[src/rtl/frame_buf_ctrl_if.sv]
// Pixel-source / display-sink handshake and frame-buffer strobes for frame_buf_ctrl.
// The testbench drives through the master modport, and the controller uses the slave modport.
interface frame_buf_ctrl_if #(
  parameter int unsigned IDX_WIDTH = 4
) ();
  logic                 wr_valid_in;
  logic                 wr_sof_in;
  logic                 rd_req_in;
  logic                 wr_en_out;
  logic [IDX_WIDTH:0]   wr_addr_out;
  logic                 rd_en_out;
  logic [IDX_WIDTH:0]   rd_addr_out;
  logic                 rd_valid_out;
  logic                 wr_stall_out;
  logic                 frame_repeat_out;
  logic                 frame_drop_out;

  modport master (
    output wr_valid_in, wr_sof_in, rd_req_in,
    input  wr_en_out, wr_addr_out, rd_en_out, rd_addr_out, rd_valid_out,
           wr_stall_out, frame_repeat_out, frame_drop_out
  );

  modport slave (
    input  wr_valid_in, wr_sof_in, rd_req_in,
    output wr_en_out, wr_addr_out, rd_en_out, rd_addr_out, rd_valid_out,
           wr_stall_out, frame_repeat_out, frame_drop_out
  );
endinterface

[src/rtl/frame_buf_ctrl.sv]
// Ping-pong scheduler for a two-bank frame buffer. The writer fills one bank while the reader
// scans the other. Banks swap only at read-frame boundaries.
module frame_buf_ctrl #(
  parameter int unsigned FRAME_PIXELS = 16,
  parameter int unsigned IDX_WIDTH    = 4
) (
  input logic             clk,
  input logic             reset,
  frame_buf_ctrl_if.slave bus
);

  localparam logic [0:0] StEmpty  = 1'b0;
  localparam logic [0:0] StActive = 1'b1;
  localparam logic [IDX_WIDTH-1:0] LastIdx = IDX_WIDTH'(FRAME_PIXELS - 1);

  logic [0:0]           state_q, state_d;
  logic                 wr_bank_q, wr_bank_d;
  logic                 rd_bank_q, rd_bank_d;
  logic [IDX_WIDTH-1:0] wr_idx_q, wr_idx_d;
  logic [IDX_WIDTH-1:0] rd_idx_q, rd_idx_d;
  logic                 wr_full_q, wr_full_d;
  logic                 wr_en_q, wr_en_d;
  logic [IDX_WIDTH:0]   wr_addr_q, wr_addr_d;
  logic                 rd_en_q, rd_en_d;
  logic [IDX_WIDTH:0]   rd_addr_q, rd_addr_d;
  logic                 rd_valid_q, rd_valid_d;
  logic                 wr_stall_q, wr_stall_d;
  logic                 frame_repeat_q, frame_repeat_d;
  logic                 frame_drop_q, frame_drop_d;

  logic                 wr_accept, sof_hit, wr_last;
  logic                 rd_issue, rd_last, frame_ready, swap;
  logic [IDX_WIDTH-1:0] wr_idx_eff;

  always_comb begin
    wr_accept   = bus.wr_valid_in && !wr_full_q;
    sof_hit     = bus.wr_sof_in && !wr_full_q;
    wr_idx_eff  = sof_hit ? '0 : wr_idx_q;
    wr_last     = wr_accept && (wr_idx_eff == LastIdx);
    rd_issue    = (state_q == StActive) && bus.rd_req_in;
    rd_last     = rd_issue && (rd_idx_q == LastIdx);
    // A frame finishing on this very edge counts as ready, so a coincident boundary never stalls.
    frame_ready = wr_full_q || wr_last;
    swap        = frame_ready && ((state_q == StEmpty) || rd_last);
  end

  always_comb begin
    state_d   = swap ? StActive : state_q;
    wr_bank_d = swap ? ~wr_bank_q : wr_bank_q;
    rd_bank_d = swap ? wr_bank_q : rd_bank_q;

    wr_idx_d = wr_idx_q;
    if (sof_hit) begin
      wr_idx_d = '0;
    end
    if (wr_accept) begin
      wr_idx_d = wr_last ? '0 : wr_idx_eff + IDX_WIDTH'(1);
    end

    wr_full_d = (wr_full_q || wr_last) && !swap;

    rd_idx_d = rd_idx_q;
    if (rd_issue) begin
      rd_idx_d = rd_last ? '0 : rd_idx_q + IDX_WIDTH'(1);
    end

    wr_en_d        = !wr_accept;
    wr_addr_d      = wr_accept ? {wr_bank_q, wr_idx_eff} : wr_addr_q;
    rd_en_d        = !rd_issue;
    rd_addr_d      = rd_issue ? {rd_bank_q, rd_idx_q} : rd_addr_q;
    rd_valid_d     = !rd_en_q;
    wr_stall_d     = wr_full_d;
    frame_repeat_d = rd_last && !frame_ready;
    frame_drop_d   = sof_hit && (wr_idx_q != '0);
  end

  always_ff @(posedge clk or negedge reset) begin
    if (!reset) begin
      state_q        <= StEmpty;
      wr_bank_q      <= 1'b0;
      rd_bank_q      <= 1'b1;
      wr_idx_q       <= '0;
      rd_idx_q       <= '0;
      wr_full_q      <= 1'b0;
      wr_en_q        <= 1'b1;
      wr_addr_q      <= '0;
      rd_en_q        <= 1'b1;
      rd_addr_q      <= {1'b1, {IDX_WIDTH{1'b0}}};
      rd_valid_q     <= 1'b0;
      wr_stall_q     <= 1'b0;
      frame_repeat_q <= 1'b0;
      frame_drop_q   <= 1'b0;
    end else begin
      state_q        <= state_d;
      wr_bank_q      <= wr_bank_d;
      rd_bank_q      <= rd_bank_d;
      wr_idx_q       <= wr_idx_d;
      rd_idx_q       <= rd_idx_d;
      wr_full_q      <= wr_full_d;
      wr_en_q        <= wr_en_d;
      wr_addr_q      <= wr_addr_d;
      rd_en_q        <= rd_en_d;
      rd_addr_q      <= rd_addr_d;
      rd_valid_q     <= rd_valid_d;
      wr_stall_q     <= wr_stall_d;
      frame_repeat_q <= frame_repeat_d;
      frame_drop_q   <= frame_drop_d;
    end
  end

  assign bus.wr_en_out        = wr_en_q;
  assign bus.wr_addr_out      = wr_addr_q;
  assign bus.rd_en_out        = rd_en_q;
  assign bus.rd_addr_out      = rd_addr_q;
  assign bus.rd_valid_out     = rd_valid_q;
  assign bus.wr_stall_out     = wr_stall_q;
  assign bus.frame_repeat_out = frame_repeat_q;
  assign bus.frame_drop_out   = frame_drop_q;

endmodule

[src/flat_wrapper.sv]
// flat-port wrapper written by rule: the top's interface ports become plain ports
module frame_buf_ctrl_flat 
#(
  parameter int unsigned FRAME_PIXELS = 16,
  parameter int unsigned IDX_WIDTH    = 4
)
  (clk, reset, bus_wr_valid_in, bus_wr_sof_in, bus_rd_req_in, bus_wr_en_out, bus_wr_addr_out, bus_rd_en_out, bus_rd_addr_out, bus_rd_valid_out, bus_wr_stall_out, bus_frame_repeat_out, bus_frame_drop_out);
  frame_buf_ctrl_if #(.IDX_WIDTH(IDX_WIDTH)) bus_i ();
  input logic clk;
  input logic reset;
  input wire logic [$bits(bus_i.wr_valid_in)-1:0] bus_wr_valid_in;
  input wire logic [$bits(bus_i.wr_sof_in)-1:0] bus_wr_sof_in;
  input wire logic [$bits(bus_i.rd_req_in)-1:0] bus_rd_req_in;
  output wire logic [$bits(bus_i.wr_en_out)-1:0] bus_wr_en_out;
  output wire logic [$bits(bus_i.wr_addr_out)-1:0] bus_wr_addr_out;
  output wire logic [$bits(bus_i.rd_en_out)-1:0] bus_rd_en_out;
  output wire logic [$bits(bus_i.rd_addr_out)-1:0] bus_rd_addr_out;
  output wire logic [$bits(bus_i.rd_valid_out)-1:0] bus_rd_valid_out;
  output wire logic [$bits(bus_i.wr_stall_out)-1:0] bus_wr_stall_out;
  output wire logic [$bits(bus_i.frame_repeat_out)-1:0] bus_frame_repeat_out;
  output wire logic [$bits(bus_i.frame_drop_out)-1:0] bus_frame_drop_out;
  assign bus_i.wr_valid_in = bus_wr_valid_in;
  assign bus_i.wr_sof_in = bus_wr_sof_in;
  assign bus_i.rd_req_in = bus_rd_req_in;
  assign bus_wr_en_out = bus_i.wr_en_out;
  assign bus_wr_addr_out = bus_i.wr_addr_out;
  assign bus_rd_en_out = bus_i.rd_en_out;
  assign bus_rd_addr_out = bus_i.rd_addr_out;
  assign bus_rd_valid_out = bus_i.rd_valid_out;
  assign bus_wr_stall_out = bus_i.wr_stall_out;
  assign bus_frame_repeat_out = bus_i.frame_repeat_out;
  assign bus_frame_drop_out = bus_i.frame_drop_out;
  frame_buf_ctrl #(.FRAME_PIXELS(FRAME_PIXELS), .IDX_WIDTH(IDX_WIDTH)) u_core (.clk(clk), .reset(reset), .bus(bus_i));
endmodule
[config.mk]
export PLATFORM = sky130hd
export DESIGN_NAME = frame_buf_ctrl_flat
export DESIGN_NICKNAME = d
export VERILOG_FILES = /design/src/rtl/frame_buf_ctrl_if.sv /design/src/rtl/frame_buf_ctrl.sv /design/src/flat_wrapper.sv
export SDC_FILE = /design/constraint.sdc
export NUM_CORES = 1
export LEC_CHECK = 0
export ABC_AREA = 1
export ABC_CLOCK_PERIOD_IN_PS = 2100
export CORE_UTILIZATION = 50
export DETAILED_ROUTE_END_ITERATION = 8
export GPL_ROUTABILITY_DRIVEN = 0
export PLACE_DENSITY = 0.77
export SLEW_MARGIN = 20
export SYNTH_ARGS = -nofsm -noshare
export SYNTH_HDL_FRONTEND = slang
export SYNTH_SLANG_ARGS = --single-unit
[constraint.sdc]
create_clock -name clk -period 2.1 [get_ports clk]
set_clock_uncertainty 0.15 [all_clocks]
set_input_delay 0.42 -clock clk [delete_from_list [all_inputs] [get_ports clk]]
set_output_delay 0.42 -clock clk [all_outputs]
set_load 0.02 [all_outputs]
# After elaboration in Yosys (flattened, before gate mapping)
# Index checks and enable logic that the tools add are counted.
# totals
ff_bits	27
out_inout_bits	16
word_cells	41
# classes
addsub	2
eq_ne	2
n_mux	4
bitwise_logic	2
n_reduce_logical	18
# ops
operator	count
two-way mux 4 bit	4
logical AND 1 bit	9
adder 4 x 1 -> 4 bit (second input constant)	2
equality test 4 bit (second input constant)	2
logical NOT 1 bit	6
nonzero test 4 bit	1
logical OR 1 bit	2
NOT 1 bit	2

# Logic depth before layout (Yosys ltp)
# Gate-level depths: netlist of run 1.
# depth
ltp_word	9
depth_mapped	12

# Worst setup path after synthesis of run 1
# OpenSTA, ideal clock, no wires.
# synth_path
path_type	reg-to-reg
startpoint	register u_core.wr_full_q
endpoint	register u_core.state_q
t_arrival_ps	1475
t_required_ps	1826
path_slack_ps	350
stages_incl_launch_ff	11
period_less_slack_ps	1750
path_cell_list	dfrtp_1 -> inv_4 -> nand2_2 -> nand2_1 -> inv_1 -> ha_1 -> inv_1 -> nor2_4 -> nand3_2 -> nand2_4 -> or2_1
# synth_between
elab_chain_len	7
# synth_rtl
element	line_no	text
start, declared	frame_buf_ctrl.sv:21	logic wr_full_q, wr_full_d;
start signal, assigned	frame_buf_ctrl.sv:99	wr_full_q <= wr_full_d;
logical NOT 1 bit	frame_buf_ctrl.sv:37	sof_hit = bus.wr_sof_in && !wr_full_q;
logical AND 1 bit	frame_buf_ctrl.sv:37	
two-way mux 4 bit	frame_buf_ctrl.sv:38	wr_idx_eff = sof_hit ? '0 : wr_idx_q;
via u_core.wr_idx_eff[0]	frame_buf_ctrl.sv:33	logic [IDX_WIDTH-1:0] wr_idx_eff;
equality test 4 bit	frame_buf_ctrl.sv:39	wr_last = wr_accept && (wr_idx_eff == LastIdx);
logical AND 1 bit	frame_buf_ctrl.sv:39	
logical OR 1 bit	frame_buf_ctrl.sv:43	frame_ready = wr_full_q || wr_last;
logical AND 1 bit	frame_buf_ctrl.sv:44	swap = frame_ready && ((state_q == StEmpty) || rd_last);
end signal, assigned	frame_buf_ctrl.sv:79	state_q <= StEmpty;
end signal, assigned	frame_buf_ctrl.sv:94	state_q <= state_d;
end, declared	frame_buf_ctrl.sv:16	logic [0:0] state_q, state_d;
# The timed path passes the listed nets, and every way through them passes these cells.
# A chain may end at the register's enable or synchronous reset.

# Final worst setup path of run 1
# layout_path
startpoint	register u_core.rd_addr_q[4] (netlist: u_core.bus.rd_addr_out[4])
endpoint	output bus_rd_addr_out[4]
# layout_lines
element	line_no	text
start, declared	frame_buf_ctrl.sv:25	logic [IDX_WIDTH:0] rd_addr_q, rd_addr_d;
start signal, assigned	frame_buf_ctrl.sv:88	rd_addr_q <= {1'b1, {IDX_WIDTH{1'b0}}};
start signal, assigned	frame_buf_ctrl.sv:103	rd_addr_q <= rd_addr_d;
end, declared	flat_wrapper.sv:17	output wire logic [$bits(bus_i.rd_addr_out)-1:0] bus_rd_addr_out;
# No word-level cell between the ends.

==> results of run 1 <==
final timing paths:
path / startpoint / to / cells after the start
setup / recovery: u_core.bus.rd_addr_out[4]$_DFFE_PN1P_ / bus_rd_addr_out[4] / 1
hold / removal: reset / u_core.state_q$_DFFE_PN0P_ / 2
setup reg to reg: u_core.wr_full_q$_DFF_PN0_ / u_core.state_q$_DFFE_PN0P_ / 10
hold reg to reg: u_core.bus.rd_en_out$_DFF_PN1_ / u_core.bus.rd_valid_out$_DFF_PN0_ / 1
max in group asynchronous: reset / u_core.rd_bank_q$_DFFE_PN1P_ / 2
min in group clk: u_core.bus.rd_en_out$_DFF_PN1_ / u_core.bus.rd_valid_out$_DFF_PN0_ / 1
logic make-up after synthesis:
family,Yosys count,synth area share (%)
flops,27,60.38
fa+ha+maj,2,2.219
compound gates,17,7.769
simple gates,48,22.53
buf+inv,12,4.772
xor+xnor,3,2.331
registers in the layout (all words and copies together) (netlist names):
signal / count
u_core.wr_idx_q: 4
u_core.state_q: 1
u_core.bus.rd_addr_out: 5
u_core.bus.frame_repeat_out: 1
u_core.bus.rd_en_out: 1
u_core.bus.wr_addr_out: 5
u_core.bus.frame_drop_out: 1
u_core.rd_idx_q: 4
u_core.rd_bank_q: 1
u_core.wr_bank_q: 1
u_core.bus.rd_valid_out: 1
u_core.bus.wr_en_out: 1
u_core.wr_full_q: 1
where the power goes:
group	internal (mW)	switching [mW]
Clock	0.0711	0.139
Sequential	0.598	0.0625
Combinational	0.127	0.150
worst reg2reg max path: stages (launching register included):
cell and delay, ns:
sky130_fd_sc_hd__dfrtp_1 0.43, sky130_fd_sc_hd__inv_4 0.11, sky130_fd_sc_hd__nand2_2 0.07, sky130_fd_sc_hd__nand2_1 0.09, sky130_fd_sc_hd__inv_1 0.05, sky130_fd_sc_hd__ha_1 0.16
sky130_fd_sc_hd__inv_1 0.09, sky130_fd_sc_hd__nor2_4 0.05, sky130_fd_sc_hd__nand3_2 0.11, sky130_fd_sc_hd__nand2_4 0.07, sky130_fd_sc_hd__or2_1 0.20
metrics by stage:
stage	hold WS [ns]	power (mW)	cells	instance area, sq um	util (%)
floorplan	-0.02559	0.8204	109	1127	-
global route	0.3167	1.220	162	1406	68.87
finish	0.3051	1.149	162	1406	68.87
CTS	0.3045	1.165	162	1406	68.87
detailed placement	0.2832	0.9505	158	1379	67.52
global placement	0.2682	0.9391	158	1379	67.52
final cells by class:
class,count,area share (%)
Clock buffer,3,1.601
Clock inverter,1,0.3559
Inverter,11,3.470
Multi-Input combinational cell,70,27.94
Sequential cell,27,48.40
Tap cell,27,2.402
Timing Repair Buffer,23,15.84
cells in the final DEF, fill, tap and decap left out:
master / count
sky130_fd_sc_hd__nand4_1: 1
sky130_fd_sc_hd__nand4_4: 1
sky130_fd_sc_hd__clkinv_2: 1
sky130_fd_sc_hd__nor4_1: 1
sky130_fd_sc_hd__dfrtp_1: 23
sky130_fd_sc_hd__dfstp_2: 4
sky130_fd_sc_hd__xor2_1: 1
sky130_fd_sc_hd__o21ai_1: 3
sky130_fd_sc_hd__nand3_2: 1
sky130_fd_sc_hd__xnor2_1: 2
sky130_fd_sc_hd__nand2_2: 3
sky130_fd_sc_hd__nand3_1: 4
sky130_fd_sc_hd__ha_1: 2
sky130_fd_sc_hd__a21boi_1: 1
sky130_fd_sc_hd__buf_4: 3
sky130_fd_sc_hd__inv_4: 1
sky130_fd_sc_hd__or2_1: 1
sky130_fd_sc_hd__inv_6: 1
sky130_fd_sc_hd__nand2_1: 29
sky130_fd_sc_hd__inv_1: 9
sky130_fd_sc_hd__a21oi_1: 2
sky130_fd_sc_hd__nor2_1: 3
sky130_fd_sc_hd__nor2_4: 1
sky130_fd_sc_hd__o21ai_0: 11
sky130_fd_sc_hd__nand2_4: 3
sky130_fd_sc_hd__clkdlybuf4s50_1: 20
sky130_fd_sc_hd__clkbuf_4: 3
per-layer routing:
layer	share of wire, %	up-vias	track usage [%]	wire length (microns)
met4	1.3	0	5.714	24
met1	47	392	22.41	862
met2	47	19	25.34	845
met5	0	-	0	0
li1	-	403	-	-
met3	4.6	2	4.012	83
==> results.md, run 1 <==
Floorplanning:
- The width of the die is 49.49 microns.
- The floorplan step defined a die boundary enclosing 2449 sq um.
- The placement row count is 16.
- The initial utilization of the core area, before any placement, comes to 55.21%.
- The placeable core region is 2042 sq um.
- The height of the die is 49.49 microns.
- The I/O pin total is 21.

Routing:
- The total DRC errors in the routed layout is 0.
- The routed design has 1815 microns of wire.
- After detailed routing, the number of vias per cell comes to 5.037.
- The total iterations of the first detailed-routing run is 4.
- The average detailed-routed wire length per instance is 11.20 microns.
- The total number of vias is 816.
- The post-detailed-route count of antenna-violating nets is 0.
- The number of design-rule violations left by the first detailed-router iteration is 14.

Timing:
- Headroom to the max-slew limit came out at 77.96%.
- The accumulated negative setup slack is 0 ns.
- The slack of the critical path is 0.07702 ns.
- The number of failing hold endpoints at the final stage was 0.
- The worst path uses 96.33% of the clock period.
- Setup repair after global routing left no endpoint under its margin.
- For the pin with the worst max-slew slack, the measured transition is 0.3306 ns.
- The final period demand of the worst path is 2.023 ns.
- Setup violations remaining at the end of the flow were counted as 0.
- The number of slew-limit violations in the final report is 0.
- Based on the critical path, the design can be clocked at up to 494.3 MHz.

Synth:
- For this run, the register share of the synthesized area comes to 60.38%.
- Counting flops with a built-in enable in the synthesized netlist gives 0.
- In the synthesized netlist the dominant register cell turns out to be sky130_fd_sc_hd__dfrtp_1.
- In the synthesized netlist, the cells that appear most often are 29 x sky130_fd_sc_hd__nand2_1, 23 x sky130_fd_sc_hd__dfrtp_1, 11 x sky130_fd_sc_hd__o21ai_0.
- The number of warnings printed during yosys synthesis is 0.
- The cell type with the largest total area after synthesis is sky130_fd_sc_hd__dfrtp_1.
- Yosys mapped the design onto 24 distinct sky130hd cell types.
- The mapped netlist covers 1127 sq um.
- sky130_fd_sc_hd__nand2_1 is the most common cell in the netlist.
- In the synthesized netlist, the number of instances is 109.
- After synthesis, the cell types taking the most area are sky130_fd_sc_hd__dfrtp_1 51%, sky130_fd_sc_hd__nand2_1 9.7%, sky130_fd_sc_hd__dfstp_2 9.3%, sky130_fd_sc_hd__o21ai_0 4.9%, sky130_fd_sc_hd__inv_1 3.0%.
- The synthesized design contains 27 register bits.
- Counting every net in the synthesized netlist gives 116.
- Of all flip-flops after synthesis, the portion carrying an async set or reset was 100.0%.
- The share of synthesized area in the top cell type comes to 51.05%.
- A synthesized cell averages 10.34 sq um.

Setup path:
- The setup slack of the worst register-to-register path is 0.42 ns.
- The kind of cell with the highest combined delay on the critical path is buffers and inverters.
- The worst setup path is of the flop to primary output kind.
- The worst endpoint data arrival time is 1.45 ns.
- The slowest library cell on the worst path is sky130_fd_sc_hd__clkdlybuf4s50_1.
- Data on the critical path is required at its endpoint by 1.53 ns.
- Traced cell by cell, the critical path runs through clkdlybuf4s50_1.
- Along the worst path, the maximum fanout reaches 2.
- STA classifies the critical path endpoint as a primary output.
- The largest single stage delay on the critical path is 0.59 ns.
- The sum of buffers and inverters on the critical path is 1.
- The sort of element at the start of the critical path is a flop.

CTS:
- The post-CTS resize count is 0.
- Buffers inserted during clock tree synthesis total 3.
- The number of hold-repair buffers added at the cts stage is 0.
- The clock latency reported for the late side of the worst-skew pair is 0.31 ns.
- The TritonCTS sink count is 27.
- Clock-pin slew was measured on the worst setup and hold paths at 0.14 ns.
- The CTS tree is done.
- CTS placed an instance of sky130_fd_sc_hd__clkbuf_4 at the clock tree root.
- The number of buffers between clock root and the deepest sink is 2.
- The depth of the CTS H-tree is 1.
- Once the clock tree was built, the setup fixing pass inserted 0 buffers.

GRT:
- The via count of the first global-routing pass is 666.
- The initial antenna violation count is 0.
- The first global-routing pass estimated 2932 microns of wire.
- Global routing used 16.31% of the available tracks across all layers.
- Summed over all layers, the global routing overflow is 0.
- The maximum number of pins on one net before global-route repair is 28.

Run:
- The tool flagged a number of max-cap violations equal to 0.

Layout:
- The sequential cell area is 680.7 sq um.
- Relative to the synthesized area, the layout overhead comes to 24.75%.
- In the final layout, the share of cells above drive strength 1 is 16.30%.
- The final antenna diode count is 0.
- The multi-input combinational cell area is 392.9 sq um.
- The number of nets in the layout is 143.
- Fill cells in the final layout number 167.

Min path:
- The type of the most critical hold path is input port to async pin.

Pwr:
- The worst-case IR drop observed on VDD is 0.0005942 V.
- Power spread over the standard cell area amounts to 816.7 nW/um^2.
- The cell leakage power is 0.6431 nW.

Placed design:
- The HPWL after detailed placement is 1368 microns.
- At the placement stage, the worst setup path has a slack of -0.0006912 ns.
- Port buffering added 20 buffers.

Outcome:
- The flow ran to the end, and the final reports show no timing, DRC or antenna violations.
(Power assumes the default switching activity.)
==> run 2, diff against run 1 <==
--- a/config.mk
+++ b/config.mk
@@ -7,10 +7,11 @@
 export LEC_CHECK = 0
 export ABC_AREA = 1
 export ABC_CLOCK_PERIOD_IN_PS = 2100
-export CORE_UTILIZATION = 50
+export CORE_UTILIZATION = 53
+export CTS_BUF_LIST = sky130_fd_sc_hd__clkbuf_8
 export DETAILED_ROUTE_END_ITERATION = 8
 export GPL_ROUTABILITY_DRIVEN = 0
-export PLACE_DENSITY = 0.77
+export PLACE_DENSITY = 0.81
 export SLEW_MARGIN = 20
 export SYNTH_ARGS = -nofsm -noshare
 export SYNTH_HDL_FRONTEND = slang
==> run 2 against run 1 <==
Effect of this change: critical path depth is the same; flip-flop and latch count stayed put; fmax is 2.8% higher; count of clock-buffer cells in the layout is the same; total power is 6.7% higher; cell count unchanged; core utilization grew 3.0 points; register-to-register slack got worse by 0.05 ns; first-iteration DRC count increased by 100%.
==> results.md, run 2 (synthesis gave the netlist of run 1 again) <==
Placed design:
- The number of placed instances with taps included was 158 (unchanged).
- The HPWL after detailed placement is 1352 microns (-1.1%).
- The number of buffers inserted by port buffering is 20 (unchanged).
- The total cell area at the placement stage is 1379 sq um (unchanged).

Floorplanning:
- The starting density of the core is 56.88% (+1.7 points).
- The height of the die is 48.12 microns (-2.8%).
- The width of the die was 48.12 microns (-2.8%).
- The placement row count was 16 (unchanged).
- The I/O pin total is 21 (unchanged).
- The placeable core region is 1982 sq um (-2.9%).
- The overall die area came to 2316 sq um (-5.4%).

Timing:
- The fmax is 508.0 MHz (+2.8%).
- The number of failing hold endpoints at the final stage is 0 (unchanged).
- The slew at the pin closest to its max-slew limit was 0.3309 ns (+0.0003704 ns).
- The number of slew-limit violations in the final report is 0 (unchanged).
- The final period demand of the worst path was 1.968 ns (-0.05457 ns).
- The accumulated negative setup slack is 0 ns (unchanged).
- The part of the cycle the worst path needs is 93.73% (-2.6 points).
- Setup repair after global routing left no endpoint under its margin.
- The worst relative slew slack came to 77.94% (about the same).
- The final-report setup violation count is 0 (unchanged).

CTS:
- The cell chosen for the clock root is sky130_fd_sc_hd__clkbuf_8.
- The depth of the CTS H-tree was 1 (unchanged).
- The number of buffers between clock root and the deepest sink is 2 (unchanged).
- The clock latency reported for the late side of the worst-skew pair is 0.27 ns (-0.04 ns).
- The post-CTS resize count is 0 (unchanged).
- The number of buffers created by CTS came to 3 (unchanged).
- The clock-pin slew on the worst setup and hold paths is 0.09 ns (-0.05 ns).
- TritonCTS built the clock tree.
- The TritonCTS sink count is 27 (unchanged).
- The number of buffers added for setup after CTS is 0 (unchanged).
- The number of hold-repair buffers added at the cts stage is 0 (unchanged).

Routing:
- The total iterations of the first detailed-routing run is 4 (unchanged).
- The total DRC errors in the routed layout was 0 (unchanged).
- The post-detailed-route count of antenna-violating nets is 0 (unchanged).
- The number of design-rule violations left by the first detailed-router iteration is 28 (+14).
- The final wirelength is 1961 microns (+8.0%).
- The total number of vias is 842 (+3.2%).
- The average detailed-routed wire length per instance was 12.10 microns (+8.0%).
- The detailed-route vias per instance came to 5.198 (+3.2%).

Setup path:
- The setup slack of the worst register-to-register path is 0.37 ns (-0.05 ns).
- Broken down by cell family, the worst path's largest delay share belongs to buffers and inverters.
- The sum of buffers and inverters on the critical path is 1 (unchanged).
- The slowest library cell on the worst path is sky130_fd_sc_hd__clkdlybuf4s50_1.
- The depth of the most critical reg-to-reg path is 10 (unchanged).
- The data required time at the worst endpoint is 1.53 ns (about the same).
- The maximum fanout along the worst path came to 2 (unchanged).
- The nature of the critical path endpoint is a primary output.
- The maximum cell stage delay along the critical path is 0.60 ns (about the same).
- The worst endpoint data arrival time is 1.40 ns (-0.05 ns).
- Traced cell by cell, the critical path runs through clkdlybuf4s50_1.
- The path length in cells of the critical path is 1 (unchanged).
- The worst setup path is of the flop to primary output kind.
- The sort of element at the start of the critical path is a flop.

Pwr:
- The part of the power in the clock network was 23.3% (+5.0 points).
- The cell area power density is 860.2 nW/um^2 (+5.3%).
- The switching power as a share of total power is 29.91% (-0.75 points).
- The share of power burned in combinational logic is 22.7% (-1.5 points).
- The worst supply voltage drop on vdd came to 0.0006586 V (+11%).
- The sequential power share is 54.0% (-3.5 points).
- The cell leakage power is 0.6508 nW (+1.2%).
- The internal power component is 859.2 uW (+7.9%).
- The power spent charging and discharging nets is 366.6 uW (+4.1%).

Layout:
- The share of final-layout standard cells stronger than drive strength 1 was 16.30% (unchanged).
- The top cell types in the final layout, fill and taps aside, are 29 x sky130_fd_sc_hd__nand2_1, 23 x sky130_fd_sc_hd__dfrtp_1, 20 x sky130_fd_sc_hd__clkdlybuf4s50_1.
- The final antenna diode count is 0 (unchanged).
- The final instance area came to 1425 sq um (+1.3%).
- The filler cell count is 142 (-15%).
- The library cell used most frequently in the layout, excluding fill and tap cells, is sky130_fd_sc_hd__nand2_1.
- The sequential cell area is 680.7 sq um (unchanged).
- Relative to the synthesized area, the layout overhead comes to 26.42%.
- The multi-input combinational cell area came to 392.9 sq um (unchanged).
- The final cell count without fillers is 162 (unchanged).
- The number of nets in the layout was 143 (unchanged).

Outcome:
- The flow ran to the end, and the final reports show no timing, DRC or antenna violations.

Min path:
- The tightest min-delay check is of the flop to flop type.
- The number of cells on the worst hold path is 1.

GRT:
- The initial antenna violation count is 0 (unchanged).
- The via count of the first global-routing pass is 704 (+5.7%).
- The first-pass GRT wire length is 2939 microns (+0.24%).
- The maximum number of pins on one net before global-route repair came to 28 (unchanged).
- The global route total overflow was 0 (unchanged).
- The total track usage was 19.01% (+2.7 points).

Run:
- The number of max-cap violations is 0 (unchanged).
[run 2: cell types whose count changed in the layout (fill, tap and decap cells not counted)]
| cell | before | now |
|---|---|---|
| sky130_fd_sc_hd__clkbuf_4 | 3 | 0 |
| sky130_fd_sc_hd__clkbuf_8 | 0 | 3 |
[run 2: path summary, 6_finish.rpt]
path                                                               to                                   from
worst max-delay path                               bus_rd_addr_out[4]  u_core.bus.rd_addr_out[4]$_DFFE_PN1P_
worst min-delay path                u_core.bus.rd_valid_out$_DFF_PN0_         u_core.bus.rd_en_out$_DFF_PN1_
worst max register to register             u_core.state_q$_DFFE_PN0P_             u_core.wr_full_q$_DFF_PN0_
worst min register to register      u_core.bus.rd_valid_out$_DFF_PN0_         u_core.bus.rd_en_out$_DFF_PN1_
max in group asynchronous       u_core.bus.rd_addr_out[4]$_DFFE_PN1P_                                  reset
min in group asynchronous       u_core.bus.rd_addr_out[3]$_DFFE_PN0P_                                  reset
[run 2: power groups by stage]
stage	registers, mW	logic (mW)	clock network (mW)
floorplan	0.708	0.112	0
global placement	0.667	0.270	0
detailed placement	0.672	0.280	0
CTS	0.662	0.281	0.292
global route	0.672	0.308	0.304
finish	0.662	0.279	0.285
[run 2: routing by layer]
layer | vias up | global-route usage (%) | part of all wire, % | routed length (microns)
met4 | 0 | 10.56 | 1.1 | 21
met2 | 40 | 28.38 | 49 | 966
met3 | 4 | 4.444 | 5.2 | 102
met1 | 396 | 25.67 | 44 | 871
met5 | - | 0 | 0 | 0
li1 | 402 | - | - | -
[run 2: stage by stage]
step                      power (mW)  hold slack [ns]  setup slack, ns  util, %
after floorplan               0.8204         -0.02559           0.3504        -
after global placement        0.9370           0.2676          0.05932    69.57
after detailed placement      0.9516           0.2727         -0.02825    69.57
after CTS                      1.235           0.2941           0.1249    71.91
after global routing           1.284           0.3099          0.08147    71.91
final                          1.226           0.2889           0.1316    71.91
[run 2: area by class of cell]
class | instances | share of cell area (%)
clock buffers | 3 | 2.897
clock inverters | 1 | 0.3512
inverters | 11 | 3.424
multi-input cells | 70 | 27.57
flip-flops and latches | 27 | 47.76
well taps | 27 | 2.370
repair buffers | 23 | 15.63
